===== config.mk =====
export PLATFORM = sky130hd
export DESIGN_NAME = spi_target_flat
export DESIGN_NICKNAME = d
export VERILOG_FILES = /design/src/rtl/spi_target_pkg.sv /design/src/rtl/spi_target_if.sv /design/src/rtl/spi_target_sync.sv /design/src/rtl/spi_target.sv /design/src/flat_wrapper.sv
export SDC_FILE = /design/constraint.sdc
export NUM_CORES = 1
export LEC_CHECK = 0
export ABC_CLOCK_PERIOD_IN_PS = 2100
export CORE_MARGIN = 8
export CORE_UTILIZATION = 53
export CTS_CLUSTER_DIAMETER = 120
export DETAILED_ROUTE_END_ITERATION = 12
export HOLD_SLACK_MARGIN = 0.02
export PLACE_DENSITY = 0.8
export SLEW_MARGIN = 15
export SYNTH_ARGS = -nofsm -noshare
export SYNTH_HDL_FRONTEND = slang
export SYNTH_SLANG_ARGS = --single-unit
export TNS_END_PERCENT = 5

===== constraint.sdc =====
create_clock -name raw_clk -period 2.1 [get_ports raw_clk]
set_input_delay 0.315 -clock raw_clk [delete_from_list [all_inputs] [get_ports raw_clk]]
set_output_delay 0.315 -clock raw_clk [all_outputs]
set_load 0.02 [all_outputs]

===== src/rtl/spi_target_pkg.sv =====
// Shared definitions for the SPI target: register map, status bit positions,
// frame FSM states and the frame-length helper.
package spi_target_pkg;

  localparam logic [2:0] REG_TX_LO  = 3'd0;
  localparam logic [2:0] REG_TX_HI  = 3'd1;
  localparam logic [2:0] REG_CTRL   = 3'd2;
  localparam logic [2:0] REG_STATUS = 3'd3;
  localparam logic [2:0] REG_RX_LO  = 3'd4;
  localparam logic [2:0] REG_RX_HI  = 3'd5;

  localparam int CTRL_W16   = 2;
  localparam int STAT_BUSY  = 0;
  localparam int STAT_RXRDY = 1;
  localparam int STAT_OVR   = 2;
  localparam int STAT_FERR  = 3;

  typedef enum logic [1:0] {IDLE, LOAD, SHIFT} fsm_e;

  function automatic logic [4:0] frame_len(input logic w16);
    return w16 ? 5'd16 : 5'd8;
  endfunction

endpackage


===== src/rtl/spi_target_if.sv =====
// Register-bus and SPI pin bundle for the SPI target; the slave modport is
// the peripheral side, the master modport is the CPU/controller side.
interface spi_target_if;
  logic       enable;
  logic       write_enable;
  logic [2:0] address;
  logic [7:0] data_in;
  logic [7:0] data_out;
  logic       rx_ready;
  logic       spi_sclk;
  logic       spi_mosi;
  logic       spi_cs_n;
  logic       spi_miso;
  logic       spi_miso_oe;

  modport master (
    output enable, write_enable, address, data_in, spi_sclk, spi_mosi, spi_cs_n,
    input  data_out, rx_ready, spi_miso, spi_miso_oe
  );

  modport slave (
    input  enable, write_enable, address, data_in, spi_sclk, spi_mosi, spi_cs_n,
    output data_out, rx_ready, spi_miso, spi_miso_oe
  );
endinterface


===== src/rtl/spi_target_sync.sv =====
// Multi-flop synchronizer bringing one asynchronous SPI pin into raw_clk.
module spi_target_sync #(
  parameter int STAGES = 2
) (
  input  logic clk_i,
  input  logic rst_ni,
  input  logic d_i,
  output logic q_o
);

  logic [STAGES-1:0] ff_q;

  always_ff @(posedge clk_i or negedge rst_ni) begin
    if (!rst_ni) ff_q <= '0;
    else         ff_q <= {ff_q[STAGES-2:0], d_i};
  end

  assign q_o = ff_q[STAGES-1];

endmodule


===== src/rtl/spi_target.sv =====
// SPI target, mode 0, MSB first, 8/16-bit frames, with a register-bus front end.
// Define SPI_TARGET_FIFO_EN for a FIFO_DEPTH-entry rx FIFO instead of one holding register.
module spi_target
  import spi_target_pkg::*;
#(
  parameter int SYNC_STAGES = 2,
  parameter int FIFO_DEPTH  = 4
) (
  input logic         raw_clk,
  input logic         reset_n,
  spi_target_if.slave bus
);

  if (SYNC_STAGES < 2 || FIFO_DEPTH < 2 || (FIFO_DEPTH & (FIFO_DEPTH - 1)) != 0) begin : g_bad_param
    $error("spi_target: SYNC_STAGES must be >= 2 and FIFO_DEPTH a power of 2 >= 2");
  end

  logic sclk_s, mosi_s, cs_n_s;
  logic sclk_q, cs_n_q;

  spi_target_sync #(.STAGES(SYNC_STAGES)) u_sync_sclk (.clk_i(raw_clk), .rst_ni(reset_n), .d_i(bus.spi_sclk), .q_o(sclk_s));
  spi_target_sync #(.STAGES(SYNC_STAGES)) u_sync_mosi (.clk_i(raw_clk), .rst_ni(reset_n), .d_i(bus.spi_mosi), .q_o(mosi_s));
  spi_target_sync #(.STAGES(SYNC_STAGES)) u_sync_cs   (.clk_i(raw_clk), .rst_ni(reset_n), .d_i(bus.spi_cs_n), .q_o(cs_n_s));

  always_ff @(posedge raw_clk or negedge reset_n) begin
    if (!reset_n) begin
      sclk_q <= 1'b0;
      cs_n_q <= 1'b0;
    end else begin
      sclk_q <= sclk_s;
      cs_n_q <= cs_n_s;
    end
  end

  logic sclk_rise, sclk_fall, cs_fall, cs_rise;
  assign sclk_rise = sclk_s & ~sclk_q;
  assign sclk_fall = ~sclk_s & sclk_q;
  assign cs_fall   = cs_n_q & ~cs_n_s;
  assign cs_rise   = ~cs_n_q & cs_n_s;

  logic [15:0] tx_q;
  logic        w16_q, ferr_q, ovr_q;
  logic [7:0]  data_out_q;

  fsm_e        state_q;
  logic        miso_oe_q, wide_q, push_q, ferr_set_q;
  logic [15:0] shift_q, push_data_q;
  logic [14:0] rx_sh_q;
  logic [4:0]  bit_cnt_q;
  logic [15:0] rx_word_d;

  assign rx_word_d = {rx_sh_q, mosi_s};

  // The fall right after a frame boundary must not shift: the reload already
  // put the next frame's MSB on miso.
  always_ff @(posedge raw_clk or negedge reset_n) begin
    if (!reset_n) begin
      state_q     <= IDLE;
      miso_oe_q   <= 1'b0;
      wide_q      <= 1'b0;
      shift_q     <= '0;
      rx_sh_q     <= '0;
      bit_cnt_q   <= '0;
      push_q      <= 1'b0;
      push_data_q <= '0;
      ferr_set_q  <= 1'b0;
    end else begin
      push_q     <= 1'b0;
      ferr_set_q <= 1'b0;
      case (state_q)
        IDLE: begin
          miso_oe_q <= 1'b0;
          if (cs_fall) state_q <= LOAD;
        end
        LOAD: begin
          if (cs_rise) begin
            miso_oe_q <= 1'b0;
            state_q   <= IDLE;
          end else begin
            wide_q    <= w16_q;
            shift_q   <= tx_q;
            bit_cnt_q <= '0;
            miso_oe_q <= 1'b1;
            state_q   <= SHIFT;
          end
        end
        SHIFT: begin
          if (cs_rise) begin
            if (bit_cnt_q != '0) ferr_set_q <= 1'b1;
            bit_cnt_q <= '0;
            miso_oe_q <= 1'b0;
            state_q   <= IDLE;
          end else if (sclk_rise) begin
            rx_sh_q <= rx_word_d[14:0];
            if (bit_cnt_q + 5'd1 == frame_len(wide_q)) begin
              push_q      <= 1'b1;
              push_data_q <= wide_q ? rx_word_d : {8'h00, rx_word_d[7:0]};
              shift_q     <= tx_q;
              wide_q      <= w16_q;
              bit_cnt_q   <= '0;
            end else begin
              bit_cnt_q <= bit_cnt_q + 5'd1;
            end
          end else if (sclk_fall && bit_cnt_q != '0) begin
            shift_q <= {shift_q[14:0], 1'b0};
          end
        end
        default: state_q <= IDLE;
      endcase
    end
  end

  logic        rd, pop, push_ok, rx_valid, ovr_evt;
  logic [15:0] rx_head;

  assign rd  = bus.enable & ~bus.write_enable;
  assign pop = rd && (bus.address == REG_RX_LO) && rx_valid;

`ifdef SPI_TARGET_FIFO_EN
  localparam int PTR_W = $clog2(FIFO_DEPTH);

  logic [15:0]    mem_q [FIFO_DEPTH];
  logic [PTR_W-1:0] wr_ptr_q, rd_ptr_q;
  logic [PTR_W:0]   count_q;

  // A pop in the same cycle frees the slot the incoming frame needs.
  assign push_ok = push_q && ((count_q != (PTR_W+1)'(FIFO_DEPTH)) || pop);

  always_ff @(posedge raw_clk or negedge reset_n) begin
    if (!reset_n) begin
      for (int i = 0; i < FIFO_DEPTH; i++) mem_q[i] <= '0;
      wr_ptr_q <= '0;
      rd_ptr_q <= '0;
      count_q  <= '0;
    end else begin
      if (pop) rd_ptr_q <= rd_ptr_q + PTR_W'(1);
      if (push_ok) begin
        mem_q[wr_ptr_q] <= push_data_q;
        wr_ptr_q        <= wr_ptr_q + PTR_W'(1);
      end
      case ({push_ok, pop})
        2'b10:   count_q <= count_q + (PTR_W+1)'(1);
        2'b01:   count_q <= count_q - (PTR_W+1)'(1);
        default: count_q <= count_q;
      endcase
    end
  end

  assign rx_valid = (count_q != '0);
  assign rx_head  = mem_q[rd_ptr_q];
`else
  logic [15:0] hold_q;
  logic        valid_q;

  assign push_ok = push_q && (!valid_q || pop);

  always_ff @(posedge raw_clk or negedge reset_n) begin
    if (!reset_n) begin
      hold_q  <= '0;
      valid_q <= 1'b0;
    end else if (push_ok) begin
      hold_q  <= push_data_q;
      valid_q <= 1'b1;
    end else if (pop) begin
      valid_q <= 1'b0;
    end
  end

  assign rx_valid = valid_q;
  assign rx_head  = hold_q;
`endif

  assign ovr_evt = push_q && !push_ok;

  logic [7:0] status_d;
  assign status_d = {4'b0000, ferr_q, ovr_q, rx_valid, state_q != IDLE};

  // Flag set events win over a same-cycle write-1-to-clear.
  always_ff @(posedge raw_clk or negedge reset_n) begin
    if (!reset_n) begin
      tx_q       <= '0;
      w16_q      <= 1'b0;
      ferr_q     <= 1'b0;
      ovr_q      <= 1'b0;
      data_out_q <= '0;
    end else begin
      if (bus.write_enable) begin
        case (bus.address)
          REG_TX_LO:  tx_q[7:0]  <= bus.data_in;
          REG_TX_HI:  tx_q[15:8] <= bus.data_in;
          REG_CTRL:   w16_q      <= bus.data_in[CTRL_W16];
          REG_STATUS: begin
            if (bus.data_in[STAT_FERR]) ferr_q <= 1'b0;
            if (bus.data_in[STAT_OVR])  ovr_q  <= 1'b0;
          end
          default: ;
        endcase
      end
      if (ferr_set_q) ferr_q <= 1'b1;
      if (ovr_evt)    ovr_q  <= 1'b1;
      if (rd) begin
        case (bus.address)
          REG_TX_LO:  data_out_q <= tx_q[7:0];
          REG_TX_HI:  data_out_q <= tx_q[15:8];
          REG_CTRL:   data_out_q <= {5'b00000, w16_q, 2'b00};
          REG_STATUS: data_out_q <= status_d;
          REG_RX_LO:  data_out_q <= rx_head[7:0];
          REG_RX_HI:  data_out_q <= rx_head[15:8];
          default:    data_out_q <= '0;
        endcase
      end
    end
  end

  assign bus.data_out    = data_out_q;
  assign bus.rx_ready    = rx_valid;
  assign bus.spi_miso_oe = miso_oe_q;
  assign bus.spi_miso    = miso_oe_q & (wide_q ? shift_q[15] : shift_q[7]);

endmodule


===== src/flat_wrapper.sv =====
// flat-port wrapper written by rule: the top's interface ports become plain ports
module spi_target_flat import spi_target_pkg::*;
#(
  parameter int SYNC_STAGES = 2,
  parameter int FIFO_DEPTH  = 4
)
  (raw_clk, reset_n, bus_enable, bus_write_enable, bus_address, bus_data_in, bus_spi_sclk, bus_spi_mosi, bus_spi_cs_n, bus_data_out, bus_rx_ready, bus_spi_miso, bus_spi_miso_oe);
  spi_target_if bus_i ();
  input logic raw_clk;
  input logic reset_n;
  input wire logic [$bits(bus_i.enable)-1:0] bus_enable;
  input wire logic [$bits(bus_i.write_enable)-1:0] bus_write_enable;
  input wire logic [$bits(bus_i.address)-1:0] bus_address;
  input wire logic [$bits(bus_i.data_in)-1:0] bus_data_in;
  input wire logic [$bits(bus_i.spi_sclk)-1:0] bus_spi_sclk;
  input wire logic [$bits(bus_i.spi_mosi)-1:0] bus_spi_mosi;
  input wire logic [$bits(bus_i.spi_cs_n)-1:0] bus_spi_cs_n;
  output wire logic [$bits(bus_i.data_out)-1:0] bus_data_out;
  output wire logic [$bits(bus_i.rx_ready)-1:0] bus_rx_ready;
  output wire logic [$bits(bus_i.spi_miso)-1:0] bus_spi_miso;
  output wire logic [$bits(bus_i.spi_miso_oe)-1:0] bus_spi_miso_oe;
  assign bus_i.enable = bus_enable;
  assign bus_i.write_enable = bus_write_enable;
  assign bus_i.address = bus_address;
  assign bus_i.data_in = bus_data_in;
  assign bus_i.spi_sclk = bus_spi_sclk;
  assign bus_i.spi_mosi = bus_spi_mosi;
  assign bus_i.spi_cs_n = bus_spi_cs_n;
  assign bus_data_out = bus_i.data_out;
  assign bus_rx_ready = bus_i.rx_ready;
  assign bus_spi_miso = bus_i.spi_miso;
  assign bus_spi_miso_oe = bus_i.spi_miso_oe;
  spi_target #(.SYNC_STAGES(SYNC_STAGES), .FIFO_DEPTH(FIFO_DEPTH)) u_core (.raw_clk(raw_clk), .reset_n(reset_n), .bus(bus_i));
endmodule

==> impl_metrics.ini, run 1 <==
[timing]
fin_tns_setup_ps = 0
grt_setup_unrepaired = yes
relSlewSlack = 0.677
timing.final.crit_share = 0.970
finalHoldViolCount = 0
hold_ws_ps = 361
worst_pin_slew_ps = 483
finalSetupViolations = 0
finalClockSkew_ps = 18.4
min_period_ps = 2040
fmax_ghz = 0.491
slew_violations = 0

[grt]
grt_use_total = 0.159
first_global_vias = 3061
grt_pass1_wl_um = 15900
grt.overflow.total = 0
grt_antenna_before_repair = 0
grt_start_max_net_pins = 61

[setup_path]
cp-start-kind = flop
critPathArrivalTime_ps = 2300
cp.required_ps = 2370
rrSetupSlack_ps = 60
crit_type = flop to flop
endpoint_kind = flop
crit_fanout = 16

[cts]
cts_buffers = 9
post_cts_buffers = 0
clk_latency_ps = 380
clockBufferDepth = 2
clock_sinks = 110
htreeDepth = 3
cts-root-buf = clkbuf_8
cts.reportedPaths.clkPinSlew_ps = 110
tritoncts = yes

[floorplan]
start_util = 0.535
num_rows = 35
io_pins = 29
die_y_um = 112
core-area_mm2 = 0.00906
dieArea_mm2 = 0.0125
die_x_um = 112

[finish]
seq_area_mm2 = 0.00276
multi_input_area_mm2 = 0.00206
postLayoutCoreUtil = 0.633
fin_cells = 528
drive_above_1_share = 0.365
syn2layout_area_growth_pct = 18.3
n_antenna_cell = 0
stdcell_area_mm2 = 0.00574
fin_nets = 436
nFillCells = 656

[yosys]
synth_most_common_cell = dfrtp_1
yosysUniqueCellTypes = 45
postSynthNetCount = 383
synthArstFlopShare = 1.00
synthFlopType = dfrtp_1
yosys-top-cells-area = dfrtp_1, mux2_2, mux2_4, o21ai_0, a22o_1
yosys.area.top_type = dfrtp_1
synth_edf_count = 0
synth_top_area_frac = 0.567
yosys_warnings = 0
avgSynthCellArea_um2 = 13.5
syn_area_mm2 = 0.00485
synth_seq_cells = 110
netlist_instances = 359
ys_seq_area_frac = 0.567
ys_top_cells_by_count = dfrtp_1, mux2_2, nand2_1, o21ai_0, nor2_1

[detailed_routing]
drc_errors = 0
routed-via-count = 3014
route.detailed.vias_per_inst = 5.71
drt_iter0_drc = 190
drt-pass1-iter-count = 5
routedWlPerCell_um = 18.0
wl_um = 9500
ant_nets = 0

[placed_design]
portBuffers = 28
placed_area_mm2 = 0.00546
dpl.cell_count = 511
dp_hpwl_um = 6870
gp_congestion = 0.833

[status]
status = complete, no violations

[run]
cap_violations = 0

[power_and_ir_drop]
switching_share = 0.314
p_int_uw = 4040
powerDensity_mw_per_mm2 = 1020
seq_power_share = 0.468
power_frac_comb = 0.314
clkPwrFrac = 0.218
leakage_uw = 0.00265
peakVddDrop_mv = 0.519
power_switching_uw = 1850

[hold_path]
hold_class = flop to flop
-- final timing paths --
kind                       cells after the start                            startpoint                                   end
max reg2reg                                    7       u_core.bit_cnt_q[0]$_DFFE_PN0P_         u_core.shift_q[2]$_DFFE_PN0P_
min                                            0  u_core.u_sync_sclk.ff_q[0]$_DFF_PN0_  u_core.u_sync_sclk.ff_q[1]$_DFF_PN0_
min reg2reg                                    0  u_core.u_sync_sclk.ff_q[0]$_DFF_PN0_  u_core.u_sync_sclk.ff_q[1]$_DFF_PN0_
max                                            7       u_core.bit_cnt_q[0]$_DFFE_PN0P_         u_core.shift_q[2]$_DFFE_PN0P_
min in group asynchronous                      2                               reset_n           u_core.tx_q[10]$_DFFE_PN0P_
max in group asynchronous                      3                               reset_n       u_core.bit_cnt_q[0]$_DFFE_PN0P_
-- cells in the final DEF (no fill, tap or decap), drive strengths merged, types with 4 or more instances in the layout --
cell           count
mux4               4
mux2              89
nand2             22
mux2i              6
a22o              12
clkdlybuf4s50     26
dfrtp            110
o21ai             22
clkinv             5
ha                 6
nand3              6
clkbuf             9
inv               12
buf               28
nor2              14
nor2b              4
-- what timing repair did --
| action | in CTS | in global routing |
|---|---|---|
| endpoints found under the setup margin | 31 | 25 |
| hold buffers | 1 | 0 |
| endpoints found under the hold margin | 26 | 0 |
| gates resized for setup | 4 | 10 |
| pin swaps | 0 | 2 |
-- cell type report --
| class | instances | share of cell area |
|---|---|---|
| sequential | 110 | 0.480 |
| multi-input combinational | 225 | 0.359 |
| timing repair buffer | 56 | 0.0939 |
| tap | 111 | 0.0242 |
| clock buffer | 9 | 0.0216 |
| clock inverter | 7 | 0.0150 |
| inverter | 10 | 0.00654 |
-- per-layer routing --
metal  vias to the layer above  routed length, um  global-route usage
li1                       1402                  -                   -
met1                      1528               4070               0.199
met2                        70               4890               0.268
met3                        14                400              0.0319
met4                         0                141              0.0593
met5                         -                  0                   0
-- power groups by stage --
| stage | registers, uW | logic [uW] | clock network [uW] |
|---|---|---|---|
| floorplan | 2710 | 1320 | 0 |
| finish | 2750 | 1850 | 1280 |
| CTS | 2740 | 1820 | 1310 |
| detailed placement | 2780 | 1800 | 0 |
| global placement | 2750 | 1750 | 0 |
| global route | 2800 | 2000 | 1390 |
-- critical path, stage by stage (launching register included) --
cell and delay, ps:
dfrtp_2 460, inv_1 80, ha_1 140, or4b_4 460, a31oi_1 140, or3_4 150, buf_12 150, mux2_2 350
-- cells by family after synthesis --
group | after synthesis | share of synthesized area
XOR/XNOR | 1 | 0.00180
adder cells (fa/ha/maj) | 6 | 0.0155
AND/OR/NAND/NOR | 66 | 0.0727
multiplexers | 99 | 0.244
buffers and inverters | 24 | 0.0240
flip-flops | 110 | 0.567
AO/OA/AOI/OAI | 53 | 0.0745
-- stage by stage --
stage / power, uW / setup WS (ps)
detailed placement: 4580 / -40.6
global placement: 4500 / -1.74
CTS: 5870 / -46.3
floorplan: 4040 / 7.45
finish: 5880 / 64.0
global route: 6190 / -18.3
-- state kept, by name, summed over array words and instances (netlist names) --
signal / cells
u_core.bit_cnt_q: 5
u_core.bus.data_out: 8
u_core.bus.rx_ready: 1
u_core.bus.spi_miso_oe: 1
u_core.cs_n_q: 1
u_core.ferr_q: 1
u_core.ferr_set_q: 1
u_core.hold_q: 16
u_core.ovr_q: 1
u_core.push_data_q: 16
u_core.push_q: 1
u_core.rx_sh_q: 15
u_core.sclk_q: 1
u_core.shift_q: 16
u_core.state_q: 2
u_core.tx_q: 16
u_core.u_sync_cs.ff_q: 2
u_core.u_sync_mosi.ff_q: 2
u_core.u_sync_sclk.ff_q: 2
u_core.w16_q: 1
u_core.wide_q: 1
Note: power is estimated with default switching activity, not from simulation.
==> inputs of run 2 (changes only) <==
--- a/config.mk
+++ b/config.mk
@@ -6,7 +6,6 @@
 export NUM_CORES = 1
 export LEC_CHECK = 0
 export ABC_CLOCK_PERIOD_IN_PS = 2100
-export CORE_MARGIN = 8
 export CORE_UTILIZATION = 53
 export CTS_CLUSTER_DIAMETER = 120
 export DETAILED_ROUTE_END_ITERATION = 12
==> impl_metrics.ini, run 2 (synthesis results as in run 1) <==
[hold_path]
hold_class = flop to flop
hold_depth = 0
holdCritStartpoint = u_core.u_sync_sclk.ff_q[0]$_DFF_PN0_
min_to = u_core.u_sync_sclk.ff_q[1]$_DFF_PN0_

[timing]
fin_tns_setup_ps = -36.0
relSlewSlack = 0.672
min_period_ps = 2110
fmax_ghz = 0.473
finalHoldViolCount = 0
slew_violations = 0
finalClockSkew_ps = 10.3
timing.final.crit_share = 1.01
hold_ws_ps = 358
finalWorstSetupSlack_ps = -13.4
worst_pin_slew_ps = 485
finalSetupViolations = 6
grt_setup_unrepaired = yes

[cts]
htreeDepth = 3
cts_buffers = 9
cts-root-buf = clkbuf_8
clk_latency_ps = 370
clock_sinks = 110
clockBufferDepth = 2
tritoncts = yes
cts.reportedPaths.clkPinSlew_ps = 110

[setup_path]
crit_fanout = 16
worstPathCellList = inv_1 > ha_1 > or4b_1 > a31oi_1 > or3_4 > buf_12 > mux2_2
cp.required_ps = 2360
critPathTopFamily = simple AND/OR/NAND/NOR gates
critPathBufInv = 2
slowest_delay_ps = 470
endpoint_kind = flop
worstReg2RegStart = u_core.bit_cnt_q[0]$_DFFE_PN0P_
rrSetupSlack_ps = -10
cp-start-kind = flop
crit_type = flop to flop
rr_worst_depth = 7
r2r-end = u_core.shift_q[4]$_DFFE_PN0P_
critPathArrivalTime_ps = 2370
worst_path_max_delay_cell = or4b_1
startpoint = u_core.bit_cnt_q[0]$_DFFE_PN0P_

[grt]
grt_pass1_wl_um = 15900
grt.overflow.total = 0
grt_start_max_net_pins = 49
grt_use_total = 0.215
first_global_vias = 3102
grt_antenna_before_repair = 0

[floorplan]
io_pins = 29
core-area_mm2 = 0.00881
num_rows = 34
die_x_um = 97.7
dieArea_mm2 = 0.00954
start_util = 0.551
die_y_um = 97.7

[finish]
final_cell_mix = dfrtp_1, mux2_2, clkdlybuf4s50_1, buf_4, nand2_1
stdcell_area_mm2 = 0.00576
mostFrequentLayoutCell = dfrtp_1
drive_above_1_share = 0.366
nFillCells = 638
fin_cells = 526
fin_nets = 437
syn2layout_area_growth_pct = 18.7
n_antenna_cell = 0

[status]
status = finished, violations left
violations = design-rule violations, negative setup slack

[placed_design]
placed_area_mm2 = 0.00546
portBuffers = 28
gp_congestion = 0.824
place_ws_ps = -84.9
dpl.cell_count = 508
dp_hpwl_um = 6850

[run]
cap_violations = 0

[detailed_routing]
drt-pass1-iter-count = 9
drt_iter0_drc = 150
route.detailed.vias_per_inst = 5.69
routed-via-count = 2991
wl_um = 9340
drc_errors = 6
routedWlPerCell_um = 17.8
ant_nets = 0

[power_and_ir_drop]
peakVddDrop_mv = 0.505
powerDensity_mw_per_mm2 = 1030
leakage_uw = 0.00268
run 2: worst max path at each step:
stage | to | slack, ps | cells after the start
2_1_floorplan | u_core.shift_q[10]$_DFFE_PN0P_ | 7 | 8
3_3_place_gp | u_core.tx_q[0]$_DFFE_PN0P_ | -40 | 6
3_5_place_dp | u_core.tx_q[2]$_DFFE_PN0P_ | -80 | 6
4_1_cts | u_core.shift_q[10]$_DFFE_PN0P_ | -20 | 7
5_1_grt | u_core.shift_q[5]$_DFFE_PN0P_ | -110 | 7
6_report | u_core.shift_q[4]$_DFFE_PN0P_ | -10 | 7
run 2: final cells by class:
class | instances | area, um2 | share of cell area
clock buffer | 9 | 124 | 0.0215
clock inverter | 7 | 97.6 | 0.0169
inverter | 10 | 37.5 | 0.00651
multi-input combinational | 225 | 2050 | 0.356
sequential | 110 | 2760 | 0.478
tap | 108 | 135 | 0.0234
timing repair buffer | 57 | 563 | 0.0977
run 2: what timing repair did:
action	4_1_cts	5_1_grt
hold buffers	1	0
pin swaps	0	2
endpoints found under the setup margin	30	26
gates resized for setup	3	10
setup buffers	0	1
hold endpoints to repair	28	0
run 2: power by group:
part	leakage (uW)	switching, uW	internal, uW	total [uW]
Clock	0.000113	765	593	1360
Combinational	0.00113	770	1080	1850
Sequential	0.00144	265	2470	2740
run 2: stage by stage:
stage	util	total power, uW
floorplan	-	4040
global placement	0.620	4500
CTS	0.648	5930
detailed placement	0.620	4570
global route	0.654	6260
finish	0.654	5950
run 2: per-layer routing:
metal,vias to the layer above,part of all wire,global-route usage
met3,8,0.028,0.0345
met2,49,0.51,0.364
met1,1513,0.46,0.285
met4,0,0.0094,0.0641
li1,1421,-,-
met5,-,0,0
